## src/rtl/ingre_tracker_disp_if.sv

```systemverilog
// Pulse, pixel-stream and status bundle between game logic / OLED mux and ingre_tracker_disp.
interface ingre_tracker_disp_if #(
  parameter int NUM_CH = 4
);
  logic [NUM_CH-1:0] use_pulse;
  logic [NUM_CH-1:0] restock_pulse;
  logic [12:0]       pix_index;
  logic [15:0]       oled;
  logic [NUM_CH-1:0] empty_flags;
  logic              any_empty;

  modport master (
    output use_pulse, restock_pulse, pix_index,
    input  oled, empty_flags, any_empty
  );

  modport slave (
    input  use_pulse, restock_pulse, pix_index,
    output oled, empty_flags, any_empty
  );
endinterface

```

## src/rtl/ingre_tracker_disp.sv

```systemverilog
// Per-channel saturating ingredient stock counters rendered as stacked 3x5 digits on the OLED stream.
// Optional macro BLINK_EMPTY_EN: empty channels blink with a half-period of BLINK_DIV clocks.
module ingre_tracker_disp #(
  parameter int          NUM_CH     = 4,
  parameter int          MAX_COUNT  = 9,
  parameter int          INIT_COUNT = 2,
  parameter int          X_POS      = 80,
  parameter int          Y_BASE     = 2,
  parameter int          Y_STEP     = 8,
  parameter logic [15:0] FG_COL     = 16'h0000,
  parameter logic [15:0] BG_COL     = 16'b11111_101110_11011
`ifdef BLINK_EMPTY_EN
  , parameter logic [23:0] BLINK_DIV = 24'd3_125_000
`endif
) (
  input logic                clk,
  input logic                reset,
  ingre_tracker_disp_if.slave bus
);

  logic [3:0]        count [NUM_CH];
  logic [NUM_CH-1:0] zero_vec;
  logic [NUM_CH-1:0] empty_q;
  logic              any_q;

  logic              hit_d, hit_q;
  logic [2:0]        ch_d, ch_q;
  logic [2:0]        row_d, row_q;
  logic [1:0]        col_d, col_q;

  logic [3:0]        cur_count;
  logic [14:0]       glyph;
  logic [3:0]        bit_lin;
  logic              pix_on;
  logic              hide;
  logic [15:0]       oled_q;

  function automatic logic [14:0] font_glyph(input logic [3:0] d);
    case (d)
      4'd0:    font_glyph = 15'b111_101_101_101_111;
      4'd1:    font_glyph = 15'b110_010_010_010_111;
      4'd2:    font_glyph = 15'b111_001_111_100_111;
      4'd3:    font_glyph = 15'b111_001_111_001_111;
      4'd4:    font_glyph = 15'b101_101_111_001_001;
      4'd5:    font_glyph = 15'b111_100_111_001_111;
      4'd6:    font_glyph = 15'b111_100_111_101_111;
      4'd7:    font_glyph = 15'b111_001_001_001_001;
      4'd8:    font_glyph = 15'b111_101_111_101_111;
      4'd9:    font_glyph = 15'b111_101_111_001_111;
      default: font_glyph = 15'b0;
    endcase
  endfunction

  // Simultaneous use and restock cancel out; both directions saturate.
  always_ff @(posedge clk or posedge reset) begin
    if (reset) begin
      for (int c = 0; c < NUM_CH; c++) count[c] <= 4'(INIT_COUNT);
    end else begin
      for (int c = 0; c < NUM_CH; c++) begin
        if (bus.use_pulse[c] && !bus.restock_pulse[c] && count[c] != 4'd0)
          count[c] <= count[c] - 4'd1;
        else if (bus.restock_pulse[c] && !bus.use_pulse[c] && count[c] < 4'(MAX_COUNT))
          count[c] <= count[c] + 4'd1;
      end
    end
  end

  always_comb begin
    zero_vec = '0;
    for (int c = 0; c < NUM_CH; c++) zero_vec[c] = (count[c] == 4'd0);
  end

  always_ff @(posedge clk or posedge reset) begin
    if (reset) begin
      empty_q <= {NUM_CH{INIT_COUNT == 0}};
      any_q   <= (INIT_COUNT == 0);
    end else begin
      empty_q <= zero_vec;
      any_q   <= |zero_vec;
    end
  end

  // Stage 1: locate the pixel inside a channel glyph; lowest channel wins on overlap.
  always_comb begin
    int xi;
    int yi;
    int base;
    hit_d = 1'b0;
    ch_d  = '0;
    row_d = '0;
    col_d = '0;
    xi    = int'(bus.pix_index) % 96;
    yi    = int'(bus.pix_index) / 96;
    base  = 0;
    for (int c = 0; c < NUM_CH; c++) begin
      base = Y_BASE + c * Y_STEP;
      if (!hit_d && bus.pix_index < 13'd6144 &&
          xi >= X_POS && xi <= X_POS + 2 && yi >= base && yi <= base + 4) begin
        hit_d = 1'b1;
        ch_d  = 3'(c);
        row_d = 3'(yi - base);
        col_d = 2'(xi - X_POS);
      end
    end
  end

  always_ff @(posedge clk or posedge reset) begin
    if (reset) begin
      hit_q <= 1'b0;
      ch_q  <= '0;
      row_q <= '0;
      col_q <= '0;
    end else begin
      hit_q <= hit_d;
      ch_q  <= ch_d;
      row_q <= row_d;
      col_q <= col_d;
    end
  end

  always_comb begin
    cur_count = '0;
    for (int c = 0; c < NUM_CH; c++)
      if (ch_q == 3'(c)) cur_count = count[c];
    glyph   = font_glyph(cur_count);
    bit_lin = 4'(row_q) * 4'd3 + 4'(col_q);
    pix_on  = glyph[4'd14 - bit_lin];
  end

`ifdef BLINK_EMPTY_EN
  logic [23:0] blink_cnt;
  logic        blink_phase;

  always_ff @(posedge clk or posedge reset) begin
    if (reset) begin
      blink_cnt   <= '0;
      blink_phase <= 1'b0;
    end else if (blink_cnt == BLINK_DIV - 24'd1) begin
      blink_cnt   <= '0;
      blink_phase <= ~blink_phase;
    end else begin
      blink_cnt   <= blink_cnt + 24'd1;
    end
  end

  always_comb hide = blink_phase && (cur_count == 4'd0);
`else
  always_comb hide = 1'b0;
`endif

  // Stage 2: font lookup uses the count as it stands now, not when the pixel entered.
  always_ff @(posedge clk or posedge reset) begin
    if (reset) oled_q <= BG_COL;
    else       oled_q <= (hit_q && pix_on && !hide) ? FG_COL : BG_COL;
  end

  assign bus.oled        = oled_q;
  assign bus.empty_flags = empty_q;
  assign bus.any_empty   = any_q;

endmodule

```

## src/flat_wrapper.sv

```systemverilog
// flat-port wrapper written by rule: the top's interface ports become plain ports
module ingre_tracker_disp_flat 
#(
  parameter int          NUM_CH     = 4,
  parameter int          MAX_COUNT  = 9,
  parameter int          INIT_COUNT = 2,
  parameter int          X_POS      = 80,
  parameter int          Y_BASE     = 2,
  parameter int          Y_STEP     = 8,
  parameter logic [15:0] FG_COL     = 16'h0000,
  parameter logic [15:0] BG_COL     = 16'b11111_101110_11011

)
  (clk, reset, bus_use_pulse, bus_restock_pulse, bus_pix_index, bus_oled, bus_empty_flags, bus_any_empty);
  ingre_tracker_disp_if #(.NUM_CH(NUM_CH)) bus_i ();
  input logic clk;
  input logic reset;
  input wire logic [$bits(bus_i.use_pulse)-1:0] bus_use_pulse;
  input wire logic [$bits(bus_i.restock_pulse)-1:0] bus_restock_pulse;
  input wire logic [$bits(bus_i.pix_index)-1:0] bus_pix_index;
  output wire logic [$bits(bus_i.oled)-1:0] bus_oled;
  output wire logic [$bits(bus_i.empty_flags)-1:0] bus_empty_flags;
  output wire logic [$bits(bus_i.any_empty)-1:0] bus_any_empty;
  assign bus_i.use_pulse = bus_use_pulse;
  assign bus_i.restock_pulse = bus_restock_pulse;
  assign bus_i.pix_index = bus_pix_index;
  assign bus_oled = bus_i.oled;
  assign bus_empty_flags = bus_i.empty_flags;
  assign bus_any_empty = bus_i.any_empty;
  ingre_tracker_disp #(.NUM_CH(NUM_CH), .MAX_COUNT(MAX_COUNT), .INIT_COUNT(INIT_COUNT), .X_POS(X_POS), .Y_BASE(Y_BASE), .Y_STEP(Y_STEP), .FG_COL(FG_COL), .BG_COL(BG_COL)) u_core (.clk(clk), .reset(reset), .bus(bus_i));
endmodule
```

## config.mk

```make
export PLATFORM = sky130hd
export DESIGN_NAME = ingre_tracker_disp_flat
export DESIGN_NICKNAME = d
export VERILOG_FILES = /design/src/rtl/ingre_tracker_disp_if.sv /design/src/rtl/ingre_tracker_disp.sv /design/src/flat_wrapper.sv
export SDC_FILE = /design/constraint.sdc
export NUM_CORES = 1
export LEC_CHECK = 0
export CORE_MARGIN = 1.5
export CORE_UTILIZATION = 40
export DETAILED_ROUTE_END_ITERATION = 10
export PLACE_DENSITY_LB_ADDON = 0.2
export SYNTH_ARGS = -nofsm -noshare
export SYNTH_HDL_FRONTEND = slang
export SYNTH_SLANG_ARGS = --single-unit
```

## constraint.sdc

```tcl
create_clock -name clk -period 3.7 [get_ports clk]
set_input_delay 0.555 -clock clk [delete_from_list [all_inputs] [get_ports clk]]
set_output_delay 0.555 -clock clk [all_outputs]
set_load 0.01 [all_outputs]
```

==> flow_metrics.tcl <==
set metrics [dict create \
    finalPower_mw 1.828 \
    period_minus_slack_ns 3.455 \
    pwr_density_cell_nw_per_um2 465.1 \
    ioPinCount 44 \
    avgSynthCellArea_um2 8.553 \
    hp-start "u_core.hit_q" \
    yosys.area_share.xor_xnor_pct 3.754 \
    hold_viol_final 0 \
    layout_common_cells "clkdlybuf4s50_1, inv_1, buf_4" \
    dp_hpwl_mm 5.539 \
    routedWlPerCell_um 13.02 \
    cts_buffers 5 \
    clk_pin_slew_worst_paths_ns 0.06 \
    finalCritPeriodShare_pct 93.38 \
    via_per_inst 5.403 \
    antenna_found_initial 0 \
    port_buffers 40 \
    crit_path_start_kind "primary input" \
    path_class "primary input to flop" \
    drv_cap 0 \
    dpl_cell_area_um2 3799 \
    syn_inst 378 \
    slew_headroom_pct 56.11 \
    rows 32 \
    outcome "completed" \
    p_leak_nw 1.748 \
    cp-startpoint "bus_pix_index[9]" \
    dieArea_um2 8631 \
    tightest_slew_ns 0.6515 \
    drive_above_1_share_pct 17.63 \
    holdCritPathClass "flop to flop" \
    clk_latency_ns 0.28 \
    fillCellCount 759 \
    ys_seq_area_share_pct 23.41 \
    yosys.area_share.simple_pct 20.82 \
    cp_data_required_time_ns 3.91 \
    coreArea_um2 7767 \
    clkSinkCount 30 \
    crit_arrival_ns 3.66 \
    initial_core_util_pct 41.62 \
    synth-compound-area-share_pct 26.39 \
    final_antenna_net_count 0 \
    max_freq_ghz 0.2894 \
    fin_cells 533 \
    final_max_slew_viol_count 0 \
    seq_power_share_pct 30.8 \
    synth_edf_count 0 \
    grt_pass1_wl_mm 12.05 \
    synthDistinctLibCells 76 \
    postCtsHoldBufs 0 \
    power_switching_uw 771.4 \
    area_growth_pct 21.59 \
    die-height_um 92.91 \
    diodes 0 \
    gp_congestion 0.8717 \
    synth_flop_cell "dfrtp_1" \
    dp_slack_ns -0.1178 \
    ir_worst_vdd_v 0.0001698 \
    crit_path_max_fanout 10 \
    drcViolationCount 0 \
    p_int_mw 1.057 \
    grt_util_all_layers_pct 16.87 \
    nets 479 \
    p_comb_share_pct 54.3 \
    pwr-share-clk_pct 14.9 \
    finalSetupViolCount 0 \
    final_area_um2 3931 \
    first_iter_violations 157 \
    skew_ns 0.01163 \
    swShare_pct 42.20 \
    grt_pass1_vias 2662 \
    htreeDepth 2 \
    dr_total_vias 2880 \
    yosys_warnings 0 \
    die_x_um 92.91 \
    cts_tree "built" \
    syn_area_um2 3233 \
    firstDrtPassIters 4 \
    synth_fa_ha_area_share_pct 11.46 \
    r2r-start "u_core.row_q[0]" \
    cts-root-buf "clkbuf_8" \
    layout_commonest_cell "clkdlybuf4s50_1" \
    synth_mux_area_share_pct 3.715 \
    wl_mm 6.938 \
    grt_max_degree 31 \
    async_flop_share_pct 100.0 \
    fin_ws_ns 0.2449 \
    ys_ff_latch 30 \
    rsz0062_at_grt "no" \
    place_inst 524 \
    grt_overflow_total 0 \
    synth_top_family_by_area "compound AO/OA/AOI/OAI gates" \
    cts_buffer_depth 2 \
    end_kind "flop" \
]
[path summary, 6_finish.rpt]
check | end | slack (ns) | depth (start not counted)
max | u_core.row_q[2] | 0.24 | 13
min | u_core.bus.oled[14] | 0.41 | 1
max reg2reg | u_core.bus.oled[14] | 1.07 | 8
min reg2reg | u_core.bus.oled[14] | 0.41 | 1
max in group asynchronous | u_core.count[1] | 2.72 | 3
min in group asynchronous | u_core.count[15] | 0.64 | 3
[worst max-delay path, stage by stage]
cell and delay [ns]:
clkdlybuf4s50_1 0.54, buf_4 0.19, xor2_1 0.22, o32ai_2 0.15
a2111oi_2 0.36, o21ai_1 0.13, o311ai_2 0.12, buf_4 0.24
nand3_2 0.11, a31o_1 0.22, or4_4 0.49, o211ai_2 0.13
and3b_1 0.19
[metrics by stage]
stage | hold slack [ns] | utilization (%) | setup TNS, ns
after global routing | 0.4728 | 50.61 | 0
after detailed placement | 0.4110 | 48.90 | -0.7744
final | 0.4142 | 50.61 | 0
after CTS | 0.4148 | 50.13 | 0
after floorplan | 0.3859 | - | 0
after global placement | 0.4126 | 48.90 | -0.2056
[power by group through the flow]
stage | combinational, mW | clock (mW) | sequential, mW
2_1_floorplan | 0.755 | 0 | 0.535
3_3_place_gp | 0.957 | 0 | 0.565
3_5_place_dp | 0.981 | 0 | 0.567
4_1_cts | 0.983 | 0.281 | 0.562
5_1_grt | 1.13 | 0.301 | 0.583
6_report | 0.992 | 0.273 | 0.563
[sequential cells by signal, summed over array words and instances, names as in the netlist]
| name | cells |
|---|---|
| u_core.row_q | 3 |
| u_core.col_q | 2 |
| u_core.bus.any_empty | 1 |
| u_core.bus.oled | 1 |
| u_core.ch_q | 2 |
| u_core.bus.empty_flags | 4 |
| u_core.hit_q | 1 |
| u_core.count | 16 |
[cells in the mapped netlist (4+ instances only)]
| library cell | instances | share of area, % |
|---|---|---|
| nand2b_1 | 6 | 1.2 |
| a21oi_1 | 29 | 4.5 |
| buf_4 | 20 | 4.6 |
| o21ai_1 | 4 | 0.62 |
| xnor2_1 | 4 | 1.1 |
| ha_1 | 20 | 7.7 |
| and2_1 | 7 | 1.4 |
| fa_1 | 6 | 3.7 |
| nor3_1 | 5 | 0.77 |
| dfstp_2 | 5 | 4.1 |
| or2_2 | 4 | 0.77 |
| nand3_1 | 4 | 0.62 |
| inv_1 | 35 | 4.1 |
| o32ai_1 | 6 | 1.6 |
| o21ai_0 | 18 | 2.8 |
| nor2_1 | 27 | 3.1 |
| or3_1 | 6 | 1.2 |
| mux4_2 | 4 | 2.8 |
| nor2b_1 | 4 | 0.77 |
| and3_1 | 5 | 0.97 |
| o211ai_1 | 4 | 0.93 |
| a31oi_1 | 8 | 1.5 |
| xor2_1 | 8 | 2.2 |
| nand2_1 | 30 | 3.5 |
| dfrtp_1 | 25 | 19 |
| a21o_1 | 8 | 1.9 |
[logic make-up after synthesis]
group / after synthesis
buffers and inverters: 64
adders and majority gates: 26
and+or+nand+nor: 121
xor gates and xnor gates: 13
AOI/OAI and AO/OA: 116
other: 1
muxes: 7
DFF: 30
[cell type report]
cell class | instances | area (µm²) | area share, %
clock inverters | 2 | 12.51 | 0.3183
flip-flops and latches | 30 | 757.0 | 19.26
clock buffers | 6 | 82.58 | 2.101
well taps | 102 | 127.6 | 3.246
repair buffers | 72 | 645.6 | 16.42
inverters | 35 | 131.4 | 3.342
multi-input cells | 286 | 2175 | 55.32
[repair_timing]
| item | CTS | global route |
|---|---|---|
| buffers inserted | 0 | 1 |
| gates resized for setup | 0 | 6 |
| setup endpoints to repair | 0 | 8 |
[layer usage]
layer  vias to the layer above  track usage (%)  routed length, µm
li1                       1464                -                  -
met4                         0            5.429                 84
met2                        50            27.43               3364
met5                         -                0                  0
met3                         8            2.135                207
met1                      1358            23.12               3282
No activity file was read; power rests on OpenSTA's default activity.
